--- src/rtl/kugelblitz_capture_pkg.sv ---
`default_nettype none
// ---------------------------------------------------------------------------
// kugelblitz_capture_pkg : register map, field positions, byte-extract helper
// rev 1.0
// ---------------------------------------------------------------------------
package kugelblitz_capture_pkg;

  localparam int AXIS_DW  = 512;
  localparam int AXIS_KW  = AXIS_DW / 8;
  localparam int AXIL_DW  = 32;
  localparam int AXIL_AW  = 32;
  localparam int AXIL_SW  = AXIL_DW / 8;

  typedef enum logic [2:0] {
    REG_CTRL   = 3'd0,
    REG_OFFSET = 3'd1,
    REG_STATUS = 3'd2,
    REG_FRAMES = 3'd3,
    REG_DATA   = 3'd4,
    REG_DROPS  = 3'd5
  } reg_sel_e;

  localparam int CTRL_ENABLE_BIT  = 0;
  localparam int CTRL_CLEAR_BIT   = 1;
  localparam int STATUS_COUNT_W   = 16;
  localparam int STATUS_OVF_BIT   = 16;
  localparam int STATUS_EMPTY_BIT = 17;

  // idx may run past the last lane (offset 63 + 3); such bytes read as zero
  function automatic logic [7:0] extract_byte(
    input logic [AXIS_DW-1:0] data,
    input logic [AXIS_KW-1:0] keep,
    input logic [6:0]         idx
  );
    logic [7:0] result;
    result = 8'h00;
    if (!idx[6] && keep[idx[5:0]]) begin
      result = data[{idx[5:0], 3'b000} +: 8];
    end
    return result;
  endfunction

endpackage
`default_nettype wire

--- src/rtl/kugelblitz_capture_if.sv ---
`default_nettype none
// ---------------------------------------------------------------------------
// kugelblitz_capture_if : tapped AXI-stream plus AXI-lite slave bundle
// rev 1.0
// ---------------------------------------------------------------------------
interface kugelblitz_capture_if;
  import kugelblitz_capture_pkg::*;

  logic [AXIS_DW-1:0] s_axis_tdata;
  logic [AXIS_KW-1:0] s_axis_tkeep;
  logic               s_axis_tvalid;
  logic               s_axis_tready;
  logic               s_axis_tlast;

  logic [AXIL_AW-1:0] s_axil_awaddr;
  logic [2:0]         s_axil_awprot;
  logic               s_axil_awvalid;
  logic               s_axil_awready;
  logic [AXIL_DW-1:0] s_axil_wdata;
  logic [AXIL_SW-1:0] s_axil_wstrb;
  logic               s_axil_wvalid;
  logic               s_axil_wready;
  logic [1:0]         s_axil_bresp;
  logic               s_axil_bvalid;
  logic               s_axil_bready;
  logic [AXIL_AW-1:0] s_axil_araddr;
  logic [2:0]         s_axil_arprot;
  logic               s_axil_arvalid;
  logic               s_axil_arready;
  logic [AXIL_DW-1:0] s_axil_rdata;
  logic [1:0]         s_axil_rresp;
  logic               s_axil_rvalid;
  logic               s_axil_rready;

  modport master (
    output s_axis_tdata, s_axis_tkeep, s_axis_tvalid, s_axis_tready, s_axis_tlast,
    output s_axil_awaddr, s_axil_awprot, s_axil_awvalid, s_axil_wdata, s_axil_wstrb,
    output s_axil_wvalid, s_axil_bready, s_axil_araddr, s_axil_arprot, s_axil_arvalid,
    output s_axil_rready,
    input  s_axil_awready, s_axil_wready, s_axil_bresp, s_axil_bvalid,
    input  s_axil_arready, s_axil_rdata, s_axil_rresp, s_axil_rvalid
  );

  modport slave (
    input  s_axis_tdata, s_axis_tkeep, s_axis_tvalid, s_axis_tready, s_axis_tlast,
    input  s_axil_awaddr, s_axil_awprot, s_axil_awvalid, s_axil_wdata, s_axil_wstrb,
    input  s_axil_wvalid, s_axil_bready, s_axil_araddr, s_axil_arprot, s_axil_arvalid,
    input  s_axil_rready,
    output s_axil_awready, s_axil_wready, s_axil_bresp, s_axil_bvalid,
    output s_axil_arready, s_axil_rdata, s_axil_rresp, s_axil_rvalid
  );

endinterface
`default_nettype wire

--- src/rtl/kugelblitz_capture_fifo.sv ---
`default_nettype none
// ---------------------------------------------------------------------------
// kugelblitz_capture_fifo : synchronous first-word-fall-through FIFO with flush
// rev 1.0
// ---------------------------------------------------------------------------
module kugelblitz_capture_fifo #(
  parameter int WIDTH = 32,
  parameter int DEPTH = 16
) (
  input  wire logic                     clk,
  input  wire logic                     rst,
  input  wire logic                     push,
  input  wire logic [WIDTH-1:0]         push_data,
  input  wire logic                     pop,
  input  wire logic                     flush,
  output logic      [$clog2(DEPTH):0]   count,
  output logic                          full,
  output logic                          empty,
  output logic      [WIDTH-1:0]         head
);

  localparam int AW = $clog2(DEPTH);
  localparam logic [AW:0] FULL_CNT = DEPTH[AW:0];

  logic [WIDTH-1:0] r_mem [DEPTH];
  logic [AW-1:0]    r_wr_ptr;
  logic [AW-1:0]    r_rd_ptr;
  logic [AW:0]      r_count;
  logic             w_do_pop;
  logic             w_do_push;

  assign empty     = (r_count == '0);
  assign full      = (r_count == FULL_CNT);
  assign count     = r_count;
  assign head      = r_mem[r_rd_ptr];
  // a pop in the same cycle frees the slot a full-FIFO push needs
  assign w_do_pop  = pop & ~empty;
  assign w_do_push = push & (~full | w_do_pop);

  always_ff @(posedge clk or posedge rst) begin
    if (rst) begin
      r_wr_ptr <= '0;
      r_rd_ptr <= '0;
      r_count  <= '0;
    end else if (flush) begin
      r_wr_ptr <= '0;
      r_rd_ptr <= '0;
      r_count  <= '0;
    end else begin
      if (w_do_push) r_wr_ptr <= r_wr_ptr + 1'b1;
      if (w_do_pop)  r_rd_ptr <= r_rd_ptr + 1'b1;
      case ({w_do_push, w_do_pop})
        2'b10:   r_count <= r_count + 1'b1;
        2'b01:   r_count <= r_count - 1'b1;
        default: r_count <= r_count;
      endcase
    end
  end

  always_ff @(posedge clk) begin
    if (w_do_push && !flush) r_mem[r_wr_ptr] <= push_data;
  end

endmodule
`default_nettype wire

--- src/rtl/kugelblitz_capture.sv ---
`default_nettype none
// ---------------------------------------------------------------------------
// kugelblitz_capture : passive AXI-stream tap capturing 4 bytes per frame
// rev 1.0
// ---------------------------------------------------------------------------
module kugelblitz_capture
  import kugelblitz_capture_pkg::*;
#(
  parameter int AXIS_DATA_WIDTH = 512,
  parameter int AXIS_KEEP_WIDTH = 64,
  parameter int AXIL_DATA_WIDTH = 32,
  parameter int AXIL_ADDR_WIDTH = 32,
  parameter int AXIL_STRB_WIDTH = 4,
  parameter int FIFO_DEPTH      = 16
) (
  input wire logic            clk,
  input wire logic            rst,
  kugelblitz_capture_if.slave bus
);

  localparam int CNT_W = $clog2(FIFO_DEPTH) + 1;

  generate
    if (AXIS_DATA_WIDTH != AXIS_DW || AXIS_KEEP_WIDTH != AXIS_KW ||
        AXIL_DATA_WIDTH != AXIL_DW || AXIL_ADDR_WIDTH != AXIL_AW ||
        AXIL_STRB_WIDTH != AXIL_SW) begin : g_bad_width
      $error("kugelblitz_capture: only 512-bit stream and 32-bit AXI-lite are supported");
    end
    if (FIFO_DEPTH < 2 || (FIFO_DEPTH & (FIFO_DEPTH - 1)) != 0 ||
        FIFO_DEPTH > 32768) begin : g_bad_depth
      $error("kugelblitz_capture: FIFO_DEPTH must be a power of 2 in 2..32768");
    end
  endgenerate

  logic             r_enable;
  logic [5:0]       r_offset;
  logic             r_overflow;
  logic [31:0]      r_frames;
  logic [31:0]      r_drops;
  logic             r_sof;
  logic             r_bvalid;
  logic             r_rvalid;
  logic [31:0]      r_rdata;

  logic             w_wr_hs;
  logic             w_rd_hs;
  logic [2:0]       w_wr_sel;
  logic [2:0]       w_rd_sel;
  logic             w_clear;
  logic             w_accept;
  logic             w_capture;
  logic             w_pop;
  logic             w_push;
  logic             w_drop;
  logic [31:0]      w_word;
  logic [31:0]      w_rd_mux;
  logic [CNT_W-1:0] w_count;
  logic             w_full;
  logic             w_empty;
  logic [31:0]      w_head;
  logic             w_unused_bits;

  assign w_wr_hs   = bus.s_axil_awvalid & bus.s_axil_wvalid & ~r_bvalid;
  assign w_rd_hs   = bus.s_axil_arvalid & ~r_rvalid;
  assign w_wr_sel  = bus.s_axil_awaddr[4:2];
  assign w_rd_sel  = bus.s_axil_araddr[4:2];
  assign w_clear   = w_wr_hs & (w_wr_sel == REG_CTRL) & bus.s_axil_wdata[CTRL_CLEAR_BIT];
  assign w_accept  = bus.s_axis_tvalid & bus.s_axis_tready;
  assign w_capture = w_accept & r_sof & r_enable;
  assign w_pop     = w_rd_hs & (w_rd_sel == REG_DATA) & ~w_empty;
  assign w_push    = w_capture & (~w_full | w_pop);
  assign w_drop    = w_capture & w_full & ~w_pop;

  assign w_unused_bits = ^{bus.s_axil_awaddr[31:5], bus.s_axil_awaddr[1:0],
                           bus.s_axil_araddr[31:5], bus.s_axil_araddr[1:0],
                           bus.s_axil_wdata[31:6], bus.s_axil_wstrb,
                           bus.s_axil_awprot, bus.s_axil_arprot};

  generate
    for (genvar j = 0; j < 4; j++) begin : g_byte
      assign w_word[8*j +: 8] = extract_byte(bus.s_axis_tdata, bus.s_axis_tkeep,
                                             {1'b0, r_offset} + 7'(j));
    end
  endgenerate

  kugelblitz_capture_fifo #(
    .WIDTH (32),
    .DEPTH (FIFO_DEPTH)
  ) u_fifo (
    .clk       (clk),
    .rst       (rst),
    .push      (w_push),
    .push_data (w_word),
    .pop       (w_pop),
    .flush     (w_clear),
    .count     (w_count),
    .full      (w_full),
    .empty     (w_empty),
    .head      (w_head)
  );

  always_comb begin
    w_rd_mux = '0;
    case (w_rd_sel)
      REG_CTRL:   w_rd_mux[CTRL_ENABLE_BIT] = r_enable;
      REG_OFFSET: w_rd_mux[5:0] = r_offset;
      REG_STATUS: begin
        w_rd_mux[STATUS_COUNT_W-1:0] = STATUS_COUNT_W'(w_count);
        w_rd_mux[STATUS_OVF_BIT]     = r_overflow;
        w_rd_mux[STATUS_EMPTY_BIT]   = w_empty;
      end
      REG_FRAMES: w_rd_mux = r_frames;
      REG_DATA:   w_rd_mux = w_empty ? 32'h0 : w_head;
      REG_DROPS:  w_rd_mux = r_drops;
      default:    w_rd_mux = '0;
    endcase
  end

  // clear outranks any same-cycle frame, drop or sof update
  always_ff @(posedge clk or posedge rst) begin
    if (rst) begin
      r_enable   <= 1'b0;
      r_offset   <= '0;
      r_overflow <= 1'b0;
      r_frames   <= '0;
      r_drops    <= '0;
      r_sof      <= 1'b1;
    end else begin
      if (w_wr_hs) begin
        case (w_wr_sel)
          REG_CTRL:   r_enable <= bus.s_axil_wdata[CTRL_ENABLE_BIT];
          REG_OFFSET: r_offset <= bus.s_axil_wdata[5:0];
          default:    ;
        endcase
      end
      if (w_clear) begin
        r_sof      <= 1'b1;
        r_frames   <= '0;
        r_drops    <= '0;
        r_overflow <= 1'b0;
      end else begin
        if (w_accept) r_sof <= bus.s_axis_tlast;
        if (w_accept && bus.s_axis_tlast && r_enable) r_frames <= r_frames + 32'd1;
        if (w_drop) begin
          r_drops    <= r_drops + 32'd1;
          r_overflow <= 1'b1;
        end
      end
    end
  end

  always_ff @(posedge clk or posedge rst) begin
    if (rst) begin
      r_bvalid <= 1'b0;
      r_rvalid <= 1'b0;
      r_rdata  <= '0;
    end else begin
      if (w_wr_hs) r_bvalid <= 1'b1;
      else if (bus.s_axil_bready) r_bvalid <= 1'b0;
      if (w_rd_hs) begin
        r_rvalid <= 1'b1;
        r_rdata  <= w_rd_mux;
      end else if (bus.s_axil_rready) begin
        r_rvalid <= 1'b0;
      end
    end
  end

  assign bus.s_axil_awready = w_wr_hs;
  assign bus.s_axil_wready  = w_wr_hs;
  assign bus.s_axil_bresp   = 2'b00;
  assign bus.s_axil_bvalid  = r_bvalid;
  assign bus.s_axil_arready = w_rd_hs;
  assign bus.s_axil_rdata   = r_rdata;
  assign bus.s_axil_rresp   = 2'b00;
  assign bus.s_axil_rvalid  = r_rvalid;

endmodule
`default_nettype wire

--- src/flat_wrapper.sv ---
// flat-port wrapper written by rule: the top's interface ports become plain ports
module kugelblitz_capture_flat import kugelblitz_capture_pkg::*;
#(
  parameter int AXIS_DATA_WIDTH = 512,
  parameter int AXIS_KEEP_WIDTH = 64,
  parameter int AXIL_DATA_WIDTH = 32,
  parameter int AXIL_ADDR_WIDTH = 32,
  parameter int AXIL_STRB_WIDTH = 4,
  parameter int FIFO_DEPTH      = 16
)
  (clk, rst, bus_s_axis_tdata, bus_s_axis_tkeep, bus_s_axis_tvalid, bus_s_axis_tready, bus_s_axis_tlast, bus_s_axil_awaddr, bus_s_axil_awprot, bus_s_axil_awvalid, bus_s_axil_wdata, bus_s_axil_wstrb, bus_s_axil_wvalid, bus_s_axil_bready, bus_s_axil_araddr, bus_s_axil_arprot, bus_s_axil_arvalid, bus_s_axil_rready, bus_s_axil_awready, bus_s_axil_wready, bus_s_axil_bresp, bus_s_axil_bvalid, bus_s_axil_arready, bus_s_axil_rdata, bus_s_axil_rresp, bus_s_axil_rvalid);
  kugelblitz_capture_if bus_i ();
  input wire logic clk;
  input wire logic rst;
  input wire logic [$bits(bus_i.s_axis_tdata)-1:0] bus_s_axis_tdata;
  input wire logic [$bits(bus_i.s_axis_tkeep)-1:0] bus_s_axis_tkeep;
  input wire logic [$bits(bus_i.s_axis_tvalid)-1:0] bus_s_axis_tvalid;
  input wire logic [$bits(bus_i.s_axis_tready)-1:0] bus_s_axis_tready;
  input wire logic [$bits(bus_i.s_axis_tlast)-1:0] bus_s_axis_tlast;
  input wire logic [$bits(bus_i.s_axil_awaddr)-1:0] bus_s_axil_awaddr;
  input wire logic [$bits(bus_i.s_axil_awprot)-1:0] bus_s_axil_awprot;
  input wire logic [$bits(bus_i.s_axil_awvalid)-1:0] bus_s_axil_awvalid;
  input wire logic [$bits(bus_i.s_axil_wdata)-1:0] bus_s_axil_wdata;
  input wire logic [$bits(bus_i.s_axil_wstrb)-1:0] bus_s_axil_wstrb;
  input wire logic [$bits(bus_i.s_axil_wvalid)-1:0] bus_s_axil_wvalid;
  input wire logic [$bits(bus_i.s_axil_bready)-1:0] bus_s_axil_bready;
  input wire logic [$bits(bus_i.s_axil_araddr)-1:0] bus_s_axil_araddr;
  input wire logic [$bits(bus_i.s_axil_arprot)-1:0] bus_s_axil_arprot;
  input wire logic [$bits(bus_i.s_axil_arvalid)-1:0] bus_s_axil_arvalid;
  input wire logic [$bits(bus_i.s_axil_rready)-1:0] bus_s_axil_rready;
  output wire logic [$bits(bus_i.s_axil_awready)-1:0] bus_s_axil_awready;
  output wire logic [$bits(bus_i.s_axil_wready)-1:0] bus_s_axil_wready;
  output wire logic [$bits(bus_i.s_axil_bresp)-1:0] bus_s_axil_bresp;
  output wire logic [$bits(bus_i.s_axil_bvalid)-1:0] bus_s_axil_bvalid;
  output wire logic [$bits(bus_i.s_axil_arready)-1:0] bus_s_axil_arready;
  output wire logic [$bits(bus_i.s_axil_rdata)-1:0] bus_s_axil_rdata;
  output wire logic [$bits(bus_i.s_axil_rresp)-1:0] bus_s_axil_rresp;
  output wire logic [$bits(bus_i.s_axil_rvalid)-1:0] bus_s_axil_rvalid;
  assign bus_i.s_axis_tdata = bus_s_axis_tdata;
  assign bus_i.s_axis_tkeep = bus_s_axis_tkeep;
  assign bus_i.s_axis_tvalid = bus_s_axis_tvalid;
  assign bus_i.s_axis_tready = bus_s_axis_tready;
  assign bus_i.s_axis_tlast = bus_s_axis_tlast;
  assign bus_i.s_axil_awaddr = bus_s_axil_awaddr;
  assign bus_i.s_axil_awprot = bus_s_axil_awprot;
  assign bus_i.s_axil_awvalid = bus_s_axil_awvalid;
  assign bus_i.s_axil_wdata = bus_s_axil_wdata;
  assign bus_i.s_axil_wstrb = bus_s_axil_wstrb;
  assign bus_i.s_axil_wvalid = bus_s_axil_wvalid;
  assign bus_i.s_axil_bready = bus_s_axil_bready;
  assign bus_i.s_axil_araddr = bus_s_axil_araddr;
  assign bus_i.s_axil_arprot = bus_s_axil_arprot;
  assign bus_i.s_axil_arvalid = bus_s_axil_arvalid;
  assign bus_i.s_axil_rready = bus_s_axil_rready;
  assign bus_s_axil_awready = bus_i.s_axil_awready;
  assign bus_s_axil_wready = bus_i.s_axil_wready;
  assign bus_s_axil_bresp = bus_i.s_axil_bresp;
  assign bus_s_axil_bvalid = bus_i.s_axil_bvalid;
  assign bus_s_axil_arready = bus_i.s_axil_arready;
  assign bus_s_axil_rdata = bus_i.s_axil_rdata;
  assign bus_s_axil_rresp = bus_i.s_axil_rresp;
  assign bus_s_axil_rvalid = bus_i.s_axil_rvalid;
  kugelblitz_capture #(.AXIS_DATA_WIDTH(AXIS_DATA_WIDTH), .AXIS_KEEP_WIDTH(AXIS_KEEP_WIDTH), .AXIL_DATA_WIDTH(AXIL_DATA_WIDTH), .AXIL_ADDR_WIDTH(AXIL_ADDR_WIDTH), .AXIL_STRB_WIDTH(AXIL_STRB_WIDTH), .FIFO_DEPTH(FIFO_DEPTH)) u_core (.clk(clk), .rst(rst), .bus(bus_i));
endmodule
--- config.mk ---
export PLATFORM = sky130hd
export DESIGN_NAME = kugelblitz_capture_flat
export DESIGN_NICKNAME = d
export VERILOG_FILES = /design/src/rtl/kugelblitz_capture_pkg.sv /design/src/rtl/kugelblitz_capture_if.sv /design/src/rtl/kugelblitz_capture_fifo.sv /design/src/rtl/kugelblitz_capture.sv /design/src/flat_wrapper.sv
export SDC_FILE = /design/constraint.sdc
export NUM_CORES = 2
export LEC_CHECK = 0
export BUFFER_PORTS_ARGS = -buffer_cell sky130_fd_sc_hd__buf_4
export CORE_MARGIN = 1
export CORE_UTILIZATION = 42
export DETAILED_ROUTE_END_ITERATION = 12
export SLEW_MARGIN = 25
export SYNTH_ARGS = -nofsm -noshare
export SYNTH_HDL_FRONTEND = slang
export SYNTH_SLANG_ARGS = --single-unit
--- constraint.sdc ---
create_clock -name clk -period 4.2 [get_ports clk]
set_input_delay 0.63 -clock clk [delete_from_list [all_inputs] [get_ports clk]]
set_output_delay 0.63 -clock clk [all_outputs]
set_load 0.01 [all_outputs]
==> impl_metrics.json <==
{
  "status": "complete, no violations",
  "finalCriticalPeriod_ns": 4.10,
  "synth_top_area_share_pct": 40.3,
  "cts_buffers": 59,
  "p_per_area_nw_per_um2": 599,
  "clkLatencyLatePin_ns": 0.68,
  "cts_hold_buf": 0,
  "dp_hpwl_um": 127000,
  "die_x_um": 327,
  "finalPower_mw": 32.1,
  "irDropWorstVdd_uv": 552,
  "cts.clk_slew.worst_paths_ns": 0.06,
  "synth_area_um2": 44400,
  "synth_ff_type": "edfxtp_1",
  "post_cts_resized": 0,
  "rows": 118,
  "post-route-util_pct": 51.5,
  "max_stage_delay_ns": 0.55,
  "critical_path.endpoint": "u_core.u_fifo.r_mem[8][9]",
  "antenna_found_initial": 72,
  "crit_top_cell": "buf_4",
  "clkSinkCount": 632,
  "ff2ff_setup_slack_ns": 0.10,
  "grt_pass1_wl_um": 241000,
  "grt_busiest_layer": "met2",
  "routedWlPerCell_um": 35.6,
  "port-buffer-count": 634,
  "critPathKind": "reg2reg",
  "vias_per_cell": 6.86,
  "synth_top_area_cell": "mux4_2",
  "nets": 4012,
  "slew_headroom_pct": 29.0,
  "postSynth.asyncResetShare_pct": 19.0,
  "reg2regPathDepth": 10,
  "cts_tree": "built",
  "grt_setup_unrepaired": "no",
  "drv_slew": 0,
  "die_height_um": 327,
  "dpl-instance-area_um2": 51300,
  "cp-start-kind": "flip-flop",
  "drt_iter0_markers": 4411,
  "cp.arrival_ns": 4.47,
  "cts-root-buf": "clkbuf_16",
  "core_area_um2": 104000,
  "fmax_mhz": 244,
  "final.setup.tns_ns": 0,
  "grtUsageMet3_pct": 6.55,
  "setup_viol": 0,
  "synth_edf_count": 512,
  "skew_ns": 0.0631,
  "maxCapViolCount": 0,
  "slowest_stage": "mux4_2",
  "r2r-end": "u_core.u_fifo.r_mem[8][9]",
  "yosysWarningCount": 0,
  "crit_path_end_kind": "flip-flop",
  "min_path_type": "in2async",
  "p_leak_nw": 18.8,
  "gp_congestion": 0.956,
  "drive_above_1_share_pct": 52.6,
  "track_usage_pct": 31.5,
  "path_cells": "inv_1 > ha_4 > buf_12 > mux4_2 > mux2i_1 > buf_4 > o22ai_1 > a2111oi_0 > a221oi_1 > buf_4",
  "firstDrtPassIters": 6,
  "period_share_pct": 97.6,
  "ys_seq_elements": 632,
  "crit-reg2reg-launch": "u_core.r_offset[1]",
  "cts_buffer_depth": 3,
  "netlist_instances": 2695,
  "crit_path_start": "u_core.r_offset[1]",
  "start_util_pct": 42.7,
  "io-pin-count": 733,
  "routed_wl_um": 171000,
  "dieArea_um2": 107000,
  "cp_max_fo": 50,
  "fin_area_um2": 53600,
  "htree_levels": 2,
  "whs_ns": 0.161,
  "tightest_slew_ns": 1.07,
  "ys_seq_area_share_pct": 41.4,
  "cts_setup_buffers": 0,
  "drc": 0,
  "finalHoldViolations": 0,
  "grt_pass1_vias": 32700,
  "grt_use_met1_pct": 40.0,
  "grt_max_degree": 100,
  "grtUsageMet2_pct": 49.2,
  "overflow": 0,
  "synth.avg_cell_area_um2": 16.5,
  "synth.distinct_cells": 79,
  "required_ns": 4.58,
  "syn_to_final_growth_pct": 20.8,
  "synthTopCellsByArea": "mux4_2 (40%), edfxtp_1 (35%), dfrtp_1 (6.7%)",
  "via_count": 32900,
  "postRouteAntennaNets": 0
}
worst max-delay path: cells and delay by family (launching register included):
family | cells | cell delay (ns)
DFF | 1 | 0.53
adders and majority gates | 1 | 0.43
buffers and inverters | 4 | 1.12
AOI/OAI and AO/OA | 3 | 0.67
muxes | 2 | 1.04
cells by family (layout without fill, tap and decap cells):
kind of cell    Yosys count  in the layout  share of synthesized area, %
compound gates          241            241                          4.09
xor+xnor                 90             90                          1.81
fa+ha+maj                15             15                         0.440
buf+inv                 283            941                          3.76
flops                   632            632                          41.4
mux                     897            897                          42.7
other cells               1             65                       0.00845
simple gates            536            536                          5.76
placed cells by master (no fill, tap or decap), drive strengths merged, types with 14 or more instances in the layout:
cell type / synthesis / layout
a21oi: 32 / 32
a222oi: 24 / 24
a22oi: 32 / 32
a32oi: 16 / 16
and2: 22 / 22
and3: 27 / 27
buf: 177 / 807
clkbuf: 86 / 71
clkinv: 2 / 28
dfrtp: 119 / 119
diode: 0 / 61
edfxtp: 512 / 512
ha: 14 / 14
inv: 18 / 18
mux2i: 87 / 87
mux4: 797 / 797
nand2: 222 / 222
nand3: 47 / 47
nand4: 56 / 56
nor2: 105 / 105
nor3: 24 / 24
o21ai: 40 / 40
o221ai: 16 / 16
o22ai: 15 / 15
xnor2: 28 / 28
xor2: 62 / 62
per-layer routing:
| metal | routed length, µm | share of wire (%) |
|---|---|---|
| met2 | 81500 | 48 |
| met1 | 60100 | 35 |
| met3 | 17300 | 10 |
| met4 | 11500 | 6.8 |
| met5 | 154 | 0.090 |
cell usage after synthesis, drive strengths merged, types with 7 or more instances:
cell type,number
a22oi,32
xor2,62
a32oi,16
a221oi,12
nand2,222
o221ai,16
mux4,797
dfrtp,119
o21ai,40
and4,7
and3,27
a222oi,24
edfxtp,512
nor2,105
clkbuf,86
a21oi,32
buf,177
a22o,7
nor3,24
a211oi,7
ha,14
a2111oi,10
nand3,47
mux2i,87
inv,18
and2,22
xnor2,28
nand4,56
mux2,13
o22ai,15
area by class of cell:
cell class	instances	area, µm²
fill	8577	50500
antenna	61	153
clock inverter	43	631
tap	1380	1730
sequential	632	18400
inverter	20	78.8
multi-input combinational	1783	24600
timing repair buffer	809	6550
clock buffer	69	1520
flip-flops by register name, summed over array words and instances (netlist names):
register / flops
u_core.u_fifo.r_wr_ptr: 4
u_core.r_sof: 1
u_core.r_overflow: 1
u_core.u_fifo.r_rd_ptr: 4
u_core.u_fifo.r_mem: 512
u_core.bus.s_axil_rvalid: 1
u_core.r_offset: 6
u_core.r_enable: 1
u_core.r_drops: 32
u_core.bus.s_axil_rdata: 32
u_core.bus.s_axil_bvalid: 1
u_core.r_frames: 32
u_core.u_fifo.count: 5
metrics by stage:
stage / setup WS, ns / cells
floorplan: -0.0644 / 2698
global placement: 0.275 / 4622
detailed placement: 0.205 / 4622
CTS: 0.222 / 4734
global route: 0.154 / 4791
finish: 0.102 / 4797
report_power, final:
part           internal [mW]  total (mW)  switching (mW)
combinational           8.00        17.9            9.86
clock                   3.43        5.87            2.44
sequential              8.14        8.38           0.246
worst min path at each step:
stage                                        to  slack [ns]  depth (start not counted)
finish               u_core.bus.s_axil_rdata[1]        0.16                          2
floorplan                     u_core.r_overflow        0.46                          2
global route           u_core.bus.s_axil_bvalid        0.18                          2
CTS                    u_core.bus.s_axil_bvalid        0.16                          2
detailed placement  u_core.bus.s_axil_rdata[21]        0.47                          2
global placement    u_core.bus.s_axil_rdata[21]        0.47                          2
Note: power is estimated with default switching activity, not from simulation.
